### config.mk
export PLATFORM = sky130hd
export DESIGN_NAME = mux2_arbiter
export DESIGN_NICKNAME = d
export VERILOG_FILES = /design/src/rtl/mux2_arbiter_pkg.sv /design/src/rtl/mux2_datapath.sv /design/src/rtl/mux2_arbiter.sv
export SDC_FILE = /design/constraint.sdc
export NUM_CORES = 1
export LEC_CHECK = 0
export ABC_AREA = 1
export BUFFER_PORTS_ARGS = -buffer_cell sky130_fd_sc_hd__buf_2
export CAP_MARGIN = 30
export CORE_MARGIN = 2
export CORE_UTILIZATION = 41
export CTS_CLUSTER_DIAMETER = 50
export DETAILED_ROUTE_END_ITERATION = 8
export PLACE_DENSITY = 0.84
export SLEW_MARGIN = 20
export SYNTH_ARGS = -nofsm -noshare
export SYNTH_HDL_FRONTEND = slang
export SYNTH_SLANG_ARGS = --single-unit
### constraint.sdc
create_clock -name clk -period 1.14 [get_ports clk]
set_input_delay 0.171 -clock clk [delete_from_list [all_inputs] [get_ports clk]]
set_output_delay 0.171 -clock clk [all_outputs]
set_load 0.02 [all_outputs]
### src/rtl/mux2_arbiter_pkg.sv
// Shared types and constants for the two-requester registered mux arbiter.
// The contention policy is selected at build time with MUX2_ARBITER_RR_EN.
package mux2_arbiter_pkg;

    localparam int unsigned DEFAULT_WIDTH = 100;

    typedef enum logic {
        EMPTY = 1'b0,
        FULL  = 1'b1
    } state_t;

    localparam logic SRC_A = 1'b0;
    localparam logic SRC_B = 1'b1;

endpackage

### src/rtl/mux2_datapath.sv
// WIDTH-bit 2:1 data mux; sel=0 picks a, sel=1 picks b.
module mux2_datapath #(
    parameter int unsigned WIDTH = 100
) (
    input  logic [WIDTH-1:0] a,
    input  logic [WIDTH-1:0] b,
    input  logic             sel,
    output logic [WIDTH-1:0] out
);

    assign out = sel ? b : a;

endmodule

### src/rtl/mux2_arbiter.sv
// Two-requester arbiter feeding a single registered output slot with valid/ready.
// Define MUX2_ARBITER_RR_EN for round-robin contention; otherwise A has fixed priority.
module mux2_arbiter
    import mux2_arbiter_pkg::*;
#(
    parameter int unsigned WIDTH = DEFAULT_WIDTH
) (
    input  logic             clk,
    input  logic             reset,
    input  logic             a_valid,
    input  logic [WIDTH-1:0] a_data,
    output logic             a_ready,
    input  logic             b_valid,
    input  logic [WIDTH-1:0] b_data,
    output logic             b_ready,
    output logic             sel,
    output logic             out_valid,
    output logic [WIDTH-1:0] out_data,
    output logic             out_src,
    input  logic             out_ready
);

    state_t           r_state;
    logic             r_last_grant;
    logic [WIDTH-1:0] r_out_data;
    logic             r_out_src;

    logic             w_winner;
    logic             w_sel;
    logic             w_load;
    logic             w_accept;
    logic [WIDTH-1:0] w_mux_data;

`ifdef MUX2_ARBITER_RR_EN
    assign w_winner = ~r_last_grant;
`else
    assign w_winner = SRC_A;
`endif

    // Grant: sole requester wins, contention uses the policy, idle holds last grant.
    always_comb begin
        w_sel = r_last_grant;
        if (a_valid && b_valid) begin
            w_sel = w_winner;
        end else if (a_valid) begin
            w_sel = SRC_A;
        end else if (b_valid) begin
            w_sel = SRC_B;
        end
    end

    // The slot can take a word when empty or when its current word drains this cycle.
    assign w_load   = !reset && ((r_state == EMPTY) || out_ready);
    assign a_ready  = w_load && a_valid && (w_sel == SRC_A);
    assign b_ready  = w_load && b_valid && (w_sel == SRC_B);
    assign w_accept = a_ready || b_ready;
    assign sel      = w_sel;

    mux2_datapath #(
        .WIDTH (WIDTH)
    ) u_datapath (
        .a   (a_data),
        .b   (b_data),
        .sel (w_sel),
        .out (w_mux_data)
    );

    always_ff @(posedge clk) begin
        if (reset) begin
            r_state      <= EMPTY;
            r_last_grant <= SRC_B;
            r_out_data   <= '0;
            r_out_src    <= SRC_A;
        end else begin
            case (r_state)
                EMPTY: if (w_accept) r_state <= FULL;
                FULL:  if (out_ready && !w_accept) r_state <= EMPTY;
            endcase
            if (w_accept) begin
                r_out_data   <= w_mux_data;
                r_out_src    <= w_sel;
                r_last_grant <= w_sel;
            end
        end
    end

    assign out_valid = (r_state == FULL);
    assign out_data  = r_out_data;
    assign out_src   = r_out_src;

endmodule

# --- Word level (Yosys, flattened, before mapping) ---
# Cells that the tools add are included.
# W data, S select, Z words.
op_classes:
  mux: 7
  bitwise_logic: 2
  n_reduce_logical: 11
op_table:
  columns: ["op", "count"]
  rows:
  - ["$mux W100", 1]
  - ["$logic_and A1 B1 Y1", 7]
  - ["$mux W1", 5]
  - ["$logic_not A1 Y1", 2]
  - ["$logic_or A1 B1 Y1", 2]
  - ["$not A1 Y1", 2]
  - ["$pmux W1 S2", 1]
totals:
  regBits: 103
  inputBits: 205
  output_inout_bits: 105
  wordCells: 24

# --- Logic depth before layout (Yosys ltp) ---
# Gate-level depths: netlist of the first run.
depth:
  ltp_word: 10
  ltp_mapped: 9
  ltp_nobuf: 7

# --- Hierarchy ---
# Synthesis of the first run repeated with hierarchy kept, for this count alone.
hier_totals:
  cells_unflattened: 986
  area_unflattened_um2: 5689.2
by_module_without_submodules:
  columns: ["mod", "n_inst", "cells_each", "area_each_um2"]
  rows:
  - ["mux2_arbiter", 1, 664, 4389.2]
  - ["mux2_datapath", 1, 322, 1300.0]

# --- Least setup slack after synthesis of the first run ---
# Ideal clock, no wire load.
synth_path:
  path_type: "register to register"
  from: "reg r_state (netlist: out_valid)"
  to: "reg r_out_data[10] (netlist: out_data[10])"
  setup_ps: 113
  t_arrival_ps: 1211
  required_time_ps: 1027
  setup_slack_ps: -184
  stages_incl_launch_ff: 8
  path_cell_list: "dfxtp_1 > nand2_1 > nand3_1 > buf_2 > buf_2 > nand3_1 > nand2_1 > nor2_1"
synth_via:
  elab_chain_cells: 6
  word_cells_on_any_way: 8
synth_lines:
  columns: ["element", "line", "source"]
  rows:
  - ["start, declared", "mux2_arbiter.sv:23", "state_t r_state;"]
  - ["start signal, assigned", "mux2_arbiter.sv:70", "r_state <= EMPTY;"]
  - ["start signal, assigned", "mux2_arbiter.sv:76", "EMPTY: if (w_accept) r_state <= FULL;"]
  - ["start signal, assigned", "mux2_arbiter.sv:77", "FULL: if (out_ready && !w_accept) r_state <= EMPTY;"]
  - ["$not A1 Y1 (*)", null, null]
  - ["$logic_or A1 B1 Y1 (*)", "mux2_arbiter.sv:53", "assign w_load = !reset && ((r_state == EMPTY) || out_ready);"]
  - ["$logic_and A1 B1 Y1 (*)", "mux2_arbiter.sv:53", null]
  - ["$logic_and A1 B1 Y1, on equally long branches (2 in series)", "mux2_arbiter.sv:54, mux2_arbiter.sv:55", null]
  - ["$logic_or A1 B1 Y1 (*)", "mux2_arbiter.sv:56", "assign w_accept = a_ready || b_ready;"]
  - ["end signal, assigned", "mux2_arbiter.sv:80", "r_out_data <= w_mux_data;"]
  - ["end, declared", "mux2_arbiter.sv:25", "logic [WIDTH-1:0] r_out_data;"]
# Mark *: on every way between the ends. The rest lies on a longest branch, timed or not.
# A chain may end at the register's enable or synchronous reset.

# --- Worst setup path in the final report of the first run ---
layout_path:
  from: "reg r_state (netlist: out_valid)"
  to: "reg r_out_data[61] (netlist: out_data[61])"
# Same word-level chain as after synthesis.

==> flow_summary_export.csv, run 1 <==
group,metric,value,unit
routing,drt-total-wl,22830,um
routing,first_pass_iters,6,
synthesis,synthTopCellsByArea,"dfxtp_1, nand2_1, nand3_1",
outcome,violations,"negative setup slack",
cts,clock_latency,0.34,ns
synthesis,yosys.area_share.simple,50.67,%
setup_path,cpPeakStageDelay,0.36,ns
setup_path,end_kind,"register",
cts,cts_buffers,9,
routing,wire_per_inst,15.30,um
synthesis,syn_area_per_cell,5.763,um2
finish,postLayoutCoreUtil,67.09,%
power_and_ir_drop,swShare,33.61,%
setup_path,path_class,"reg -> reg",
power_and_ir_drop,power.switching,3614,uW
synthesis,synth_xor_xnor_area_share,0,%
synthesis,yosysUniqueCellTypes,11,
routing,drt_iter0_markers,603,
placed_design,portBuffers,309,
finish,num_antenna_cells,0,
global_route,grt_overflow,0,
power_and_ir_drop,p_leak,0.005170,uW
synthesis,synth.cell_area,0.005763,mm2
synthesis,synth-seq-area-share,35.78,%
finish,drive_above_1_share,38.95,%
setup_path,cp-start-kind,"register",
global_route,grt_pass1_wl,29960,um
finish,register_area,0.002064,mm2
die,io_pins,310,
cts,clock_sinks,103,
power_and_ir_drop,vdd_drop_max,0.6313,mV
sta,setup_violations,104,
placed_design,place_hpwl,12790,um
routing,viasPerCell,5.109,
cts,cts_tree,"built",
synthesis,synthesis.nets,1205,
cts,htree_num_levels,3,
finish,layout.nets,1513,
global_route,track_usage,25.17,%
routing,vias,7623,
sta,finalHoldViolCount,0,
power_and_ir_drop,pwr-share-comb,34.4,%
power_and_ir_drop,pwr-share-clk,27.6,%
synthesis,synth_fa_ha_area_share,0,%
die,row_count,43,
finish,fillers,1147,
finish,final_area,0.009276,mm2
global_route,grt_pass1_vias,6340,
setup_path,worst-path-max-fanout,9,
die,fp.coreArea,0.01383,mm2
setup_path,cp.arrival,1.63,ns
power_and_ir_drop,p_total,10750,uW
global_route,grt_max_degree,72,
setup_path,path_cells,"nand2_4 > o211ai_1 > clkbuf_16 > clkbuf_16 > nor2_1 > nor2_1",
power_and_ir_drop,power.internal,7140,uW
synthesis,synth-compound-area-share,0.2171,%
sta,slew_violations,0,
cts,hold_buffers,0,
synthesis,netlist_instances,1000,
placed_design,placedCellCount,1442,
power_and_ir_drop,seqPwrFrac,38.0,%
die,fp.dieW,122.6,um
sta,relSlewSlack,65.94,%
global_route,grt_antenna_before_repair,0,
sta,tns,-15.60,ns
finish,multi_input_area,0.003528,mm2
finish,fin_cells,1492,
synthesis,yosysTopAreaCell,"dfxtp_1",
routing,drc,0,
sta,tightest_slew,0.5109,ns
cts,cts_buffer_depth,2,
outcome,status,"complete, but fails checks",
routing,antenna_left,0,
synthesis,synth_top_area_share,35.78,%
cts,clkTransAtPathRegs,0.07,ns
die,initial_utilization,41.68,%
cts,cts_root_buf,"clkbuf_16",
synthesis,yosysWarnings,0,
synthesis,ys_ff_latch,103,
synthesis,yosys-mux-area-fraction,0,%
sta,setup_slack,-0.2142,ns
die,die_area,0.01502,mm2
setup_path,cp.required,1.42,ns
placed_design,place_area,0.007631,mm2
finish,syn_to_final_growth,60.96,%
synthesis,synth_top_family_by_area,"simple AND/OR/NAND/NOR gates",
die,die_height,122.6,um
sta,min_period,1.354,ns
sta,max_freq,738.5,MHz
sta,fin_worst_skew,0.003952,ns
sta,finalCritPeriodShare,118.8,%
worst_hold_path,hold_path_class,"in -> reg",
job,drv_cap,0,
placed_design,gp_congestion,0.8140,
power_and_ir_drop,p_per_area,1159,mW/mm2
setup_path,slowest_stage,"dfxtp_2",
sta,grt_setup_unrepaired,"true",
-- worst max-delay path, delay by kind of cell, from the launching register on --
kind / cells / cell delay (ns)
AOI/OAI and AO/OA: 1 / 0.21
buffers and inverters: 2 / 0.49
DFF: 1 / 0.36
and+or+nand+nor: 3 / 0.22
-- cells by family (layout without fill, tap and decap cells) --
logic type	Yosys count	after routing
simple gates	710	710
buf+inv	185	497
flops	103	103
compound gates	2	2
-- cells in the mapped netlist --
cell and number:
a21oi_1 1, buf_1 9, buf_2 59, clkbuf_1 9, dfxtp_1 103, inv_1 106, inv_2 2, nand2_1 305
nand3_1 204, nor2_1 201, o211ai_1 1
-- power groups by stage --
stage | combinational (uW) | clock, uW | sequential (uW)
6_report | 3700 | 2970 | 4090
5_1_grt | 4010 | 3160 | 4120
4_1_cts | 3140 | 3010 | 4080
3_5_place_dp | 2840 | 0 | 4150
3_3_place_gp | 2800 | 0 | 4140
2_1_floorplan | 1370 | 0 | 4550
-- cell usage in the layout (no fill, tap or decap), drive strengths merged --
master / n
dfxtp: 103
nor2: 201
buf: 363
clkbuf: 26
nand2: 305
clkinv: 2
o211ai: 1
nand3: 204
a21oi: 1
inv: 106
-- registers in the layout, indices dropped and copies added (netlist names) --
name and count:
out_data 100, out_src 1, out_valid 1, r_last_grant 1
-- per-stage QoR --
stage          hold slack, ns  setup slack (ns)
2_1_floorplan          0.2327        -0.0006488
3_3_place_gp           0.3791           -0.1202
3_5_place_dp           0.3682           -0.1892
4_1_cts             0.0005272           -0.1846
5_1_grt              0.009415           -0.2552
6_report              0.01958           -0.2142
-- worst paths after layout --
| check | slack (ns) | end | depth (start not counted) | from |
|---|---|---|---|---|
| setup / recovery | -0.21 | out_data[61]$_SDFFE_PP0P_ | 6 | out_valid$_SDFF_PP0_ |
| hold / removal | 0.02 | out_valid$_SDFF_PP0_ | 2 | reset |
| setup reg to reg | -0.21 | out_data[61]$_SDFFE_PP0P_ | 6 | out_valid$_SDFF_PP0_ |
| hold reg to reg | 0.46 | r_last_grant$_SDFFE_PP1P_ | 2 | r_last_grant$_SDFFE_PP1P_ |
-- metal layers --
metal	global-route usage (%)	up-vias	share of wire, %
met4	10.34	0	3.4
li1	-	3670	-
met3	4.368	81	8.6
met1	30.05	3436	39
met5	0	-	0
met2	44.48	436	49
-- cell type report --
type                       instances  share of cell area (%)
timing repair buffer             374                   29.86
multi-input combinational        712                   38.04
sequential                       103                   22.26
tap                              180                   2.428
clock buffer                      15                   2.994
inverter                         108                   4.424
-- what timing repair did --
| item | in CTS | in global routing |
|---|---|---|
| setup buffers | 10 | 3 |
| pin swaps | 16 | 93 |
| endpoints found under the setup margin | 104 | 105 |
| endpoints found under the hold margin | 0 | 0 |
| gates cloned | 9 | 15 |
| gates resized for setup | 60 | 162 |
(Power assumes the default switching activity.)
==> inputs of run 2 (changes only) <==
--- a/config.mk
+++ b/config.mk
@@ -6,14 +6,15 @@
 export NUM_CORES = 1
 export LEC_CHECK = 0
 export ABC_AREA = 1
-export BUFFER_PORTS_ARGS = -buffer_cell sky130_fd_sc_hd__buf_2
 export CAP_MARGIN = 30
-export CORE_MARGIN = 2
-export CORE_UTILIZATION = 41
+export CORE_AREA = 2 2 122 124
 export CTS_CLUSTER_DIAMETER = 50
 export DETAILED_ROUTE_END_ITERATION = 8
-export PLACE_DENSITY = 0.84
+export DIE_AREA = 0 0 124 126
+export DONT_BUFFER_PORTS = 1
+export PLACE_DENSITY = 0.63
 export SLEW_MARGIN = 20
 export SYNTH_ARGS = -nofsm -noshare
 export SYNTH_HDL_FRONTEND = slang
+export SYNTH_HIERARCHICAL = 1
 export SYNTH_SLANG_ARGS = --single-unit
==> flow_summary_export.csv, run 2 <==
group,metric,value,unit
outcome,status,"complete, but fails checks",
outcome,violations,"negative setup slack",
die,fp.coreArea,0.01431,mm2
setup_path,slowest_stage,"dfxtp_2",
setup_path,end_kind,"output port",
power_and_ir_drop,vdd_drop_max,0.7907,mV
routing,wire_per_inst,14.83,um
power_and_ir_drop,power.switching,3263,uW
setup_path,r2r_slack,-0.15,ns
cts,clock_sinks,103,
sta,tightest_slew,0.4057,ns
finish,final_area,0.007550,mm2
routing,viasPerCell,4.763,
synthesis,syn_area_per_cell,5.770,um2
sta,setup_violations,106,
synthesis,synthesis.nets,1191,
routing,vias,5992,
routing,antenna_left,0,
synthesis,ys_dominant_reg_cell,"dfxtp_1",
sta,finalCritPeriodShare,115.6,%
synthesis,synth-seq-area-share,36.24,%
placed_design,place_ws,-0.1561,ns
setup_path,path_class,"reg -> out",
routing,highest_layer,"met4",
placed_design,place_hpwl,10600,um
synthesis,yosysUniqueCellTypes,14,
routing,wl_met3,1392,um
die,io_pins,310,
setup_path,cp.arrival,1.15,ns
synthesis,async_flop_share,0,%
synthesis,yosysMostFrequentCell,"nand2_1",
die,initial_utilization,39.75,%
synthesis,netlist_instances,986,
global_route,grt_pass1_vias,5302,
worst_hold_path,min_from,"a_data[14]",
setup_path,worstReg2RegStart,"out_valid$_SDFF_PP0_",
synthesis,synth.cell_area,0.005689,mm2
global_route,grt_antenna_before_repair,0,
cts,clkTransAtPathRegs,0.07,ns
synthesis,synthTopCellsByArea,"dfxtp_1, nand2_1, nor2_1",
global_route,grt_max_degree,64,
power_and_ir_drop,pwr-share-clk,30.9,%
global_route,track_usage,20.99,%
worst_hold_path,hold_path_class,"in -> reg",
finish,largest_reg_flops,100,
finish,syn_to_final_growth,32.70,%
cts,cts_buffer_depth,2,
power_and_ir_drop,p_leak,0.004205,uW
power_and_ir_drop,power.internal,6821,uW
cts,cts_tree,"built",
sta,finalHoldViolCount,0,
routing,drc,0,
synthesis,synth_top_area_share,36.24,%
placed_design,gp_congestion,0.7802,
global_route,grt_overflow,0,
synthesis,yosysWarnings,6,
die,row_count,44,
cts,cts_root_buf,"clkbuf_16",
setup_path,worst-path-buf-inv,2,
die,die_height,126,um
die,fp.dieW,124,um
synthesis,ys_ff_latch,103,
die,die_area,0.01562,mm2
sta,setup_slack,-0.1776,ns
setup_path,cp-start-kind,"register",
job,drv_cap,0,
routing,first_pass_iters,5,
placed_design,place_area,0.006462,mm2
setup_path,path_cells,"nand2_4 > nand3_4 > buf_12 > clkinvlp_4",
cts,clock_latency,0.35,ns
finish,drive_above_1_share,17.23,%
sta,slew_violations,0,
power_and_ir_drop,p_per_area,1336,mW/mm2
setup_path,reg2regPathDepth,8,
routing,drt-total-wl,18660,um
routing,drt_iter0_markers,321,
worst_hold_path,hold_path_end,"out_data[14]$_SDFFE_PP0P_",
sta,grt_setup_unrepaired,"true",
setup_path,path_delay_family,"flip-flops",
routing,met1_length,8068,um
power_and_ir_drop,pwr-share-comb,27.6,%
global_route,grt_pass1_wl,25860,um
sta,min_period,1.318,ns
setup_path,timing.rr.end,"out_data[61]$_SDFFE_PP0P_",
routing,routed-wl-met2,8804,um
setup_path,worst-path-max-fanout,3,
sta,relSlewSlack,72.96,%
synthesis,synth_edf_count,0,
power_and_ir_drop,swShare,32.36,%
sta,max_freq,759.0,MHz
sta,holdWs,0.03590,ns
placed_design,portBuffers,0,
finish,final_cell_mix,"nand2_1, nor2_1, inv_1, dfxtp_1, buf_4",
setup_path,cp.required,0.97,ns
power_and_ir_drop,seqPwrFrac,41.5,%
setup_path,cpPeakStageDelay,0.34,ns
finish,layout.nets,1274,
finish,final_common_cell,"nand2_1",
synthesis,yosysTopAreaCell,"dfxtp_1",
finish,num_antenna_cells,0,
cts,htree_num_levels,3,
synthesis,netlist_top_cells_count,"nand2_1, nor2_1, nand3_1, dfxtp_1, inv_1",
sta,fin_worst_skew,0.006450,ns
cts,cts_buffers,9,
worst_hold_path,hold_depth,4,
[run 2: cell count changes after synthesis]
| cell | before | now |
|---|---|---|
| inv_2 | 2 | 3 |
| inv_1 | 106 | 103 |
| nand2_2 | 0 | 1 |
| buf_1 | 9 | 11 |
| buf_2 | 59 | 29 |
| clkbuf_1 | 9 | 6 |
| buf_4 | 0 | 1 |
| nand2_1 | 305 | 402 |
| nor2_1 | 201 | 203 |
| buf_6 | 0 | 18 |
| nand3_1 | 204 | 104 |
[run 2: per-layer routing]
metal,up-vias,global-route usage (%)
met5,-,0
met4,0,7.865
met3,26,4.574
met2,229,35.23
met1,2648,26.16
li1,3089,-
[run 2: power by group through the flow]
stage | combinational (uW) | sequential [uW] | clock [uW]
after floorplan | 1370 | 4550 | 0
after global placement | 2350 | 4250 | 0
after detailed placement | 2360 | 4260 | 0
after CTS | 2560 | 4180 | 3200
after global routing | 3090 | 4220 | 3340
final | 2780 | 4180 | 3120
[run 2: worst max-delay path by stage]
| stage | from | end | slack [ns] | cells after the start |
|---|---|---|---|---|
| floorplan | r_last_grant$_SDFFE_PP1P_ | out_data[72]$_SDFFE_PP0P_ | -0.02 | 8 |
| global placement | r_last_grant$_SDFFE_PP1P_ | out_data[17]$_SDFFE_PP0P_ | -0.11 | 8 |
| detailed placement | r_last_grant$_SDFFE_PP1P_ | out_data[44]$_SDFFE_PP0P_ | -0.16 | 8 |
| CTS | out_valid$_SDFF_PP0_ | b_ready | -0.16 | 4 |
| global route | out_valid$_SDFF_PP0_ | out_data[62]$_SDFFE_PP0P_ | -0.24 | 7 |
| finish | out_valid$_SDFF_PP0_ | b_ready | -0.18 | 4 |
[run 2: kinds of logic (layout without fill, tap and decap cells)]
group	after synthesis	count (layout)	share of synthesized area [%]
and+or+nand+nor	710	710	49.18
buffers and inverters	171	259	14.36
DFF	103	103	36.24
AOI/OAI and AO/OA	2	2	0.2199
[run 2: what timing repair did]
item                       4_1_cts  5_1_grt
resized for setup               20       33
buffers inserted                 9        4
hold endpoints to repair         1        0
pin swaps                        9       10
gates cloned                     7       13
setup endpoints to repair      103      106
hold buffers                     1        0
[run 2: cell type report]
type                    count  area, um2
flip-flops and latches    103       2064
clock inverters             5      58.81
repair buffers            137       1598
multi-input cells         712       2950
fillers                  1449       6764
inverters                 106      415.4
well taps                 184      230.2
clock buffers              11      232.7
[run 2: worst reg2reg max path, delay by kind of cell, from the launching register on]
family        cells  cell delay [ns]
buf+inv           3             0.46
simple gates      5             0.45
flops             1             0.34
[run 2: through the flow]
stage                     TNS, ns  util [%]  total power [uW]  std cells
after floorplan            -1.774         -              5920        986
after CTS                  -12.54     49.69              9943       1241
after detailed placement   -9.602     45.15              6623       1208
after global routing       -20.81     52.74             10660       1258
after global placement     -6.839     45.15              6599       1208
final                      -11.81     52.74             10080       1258
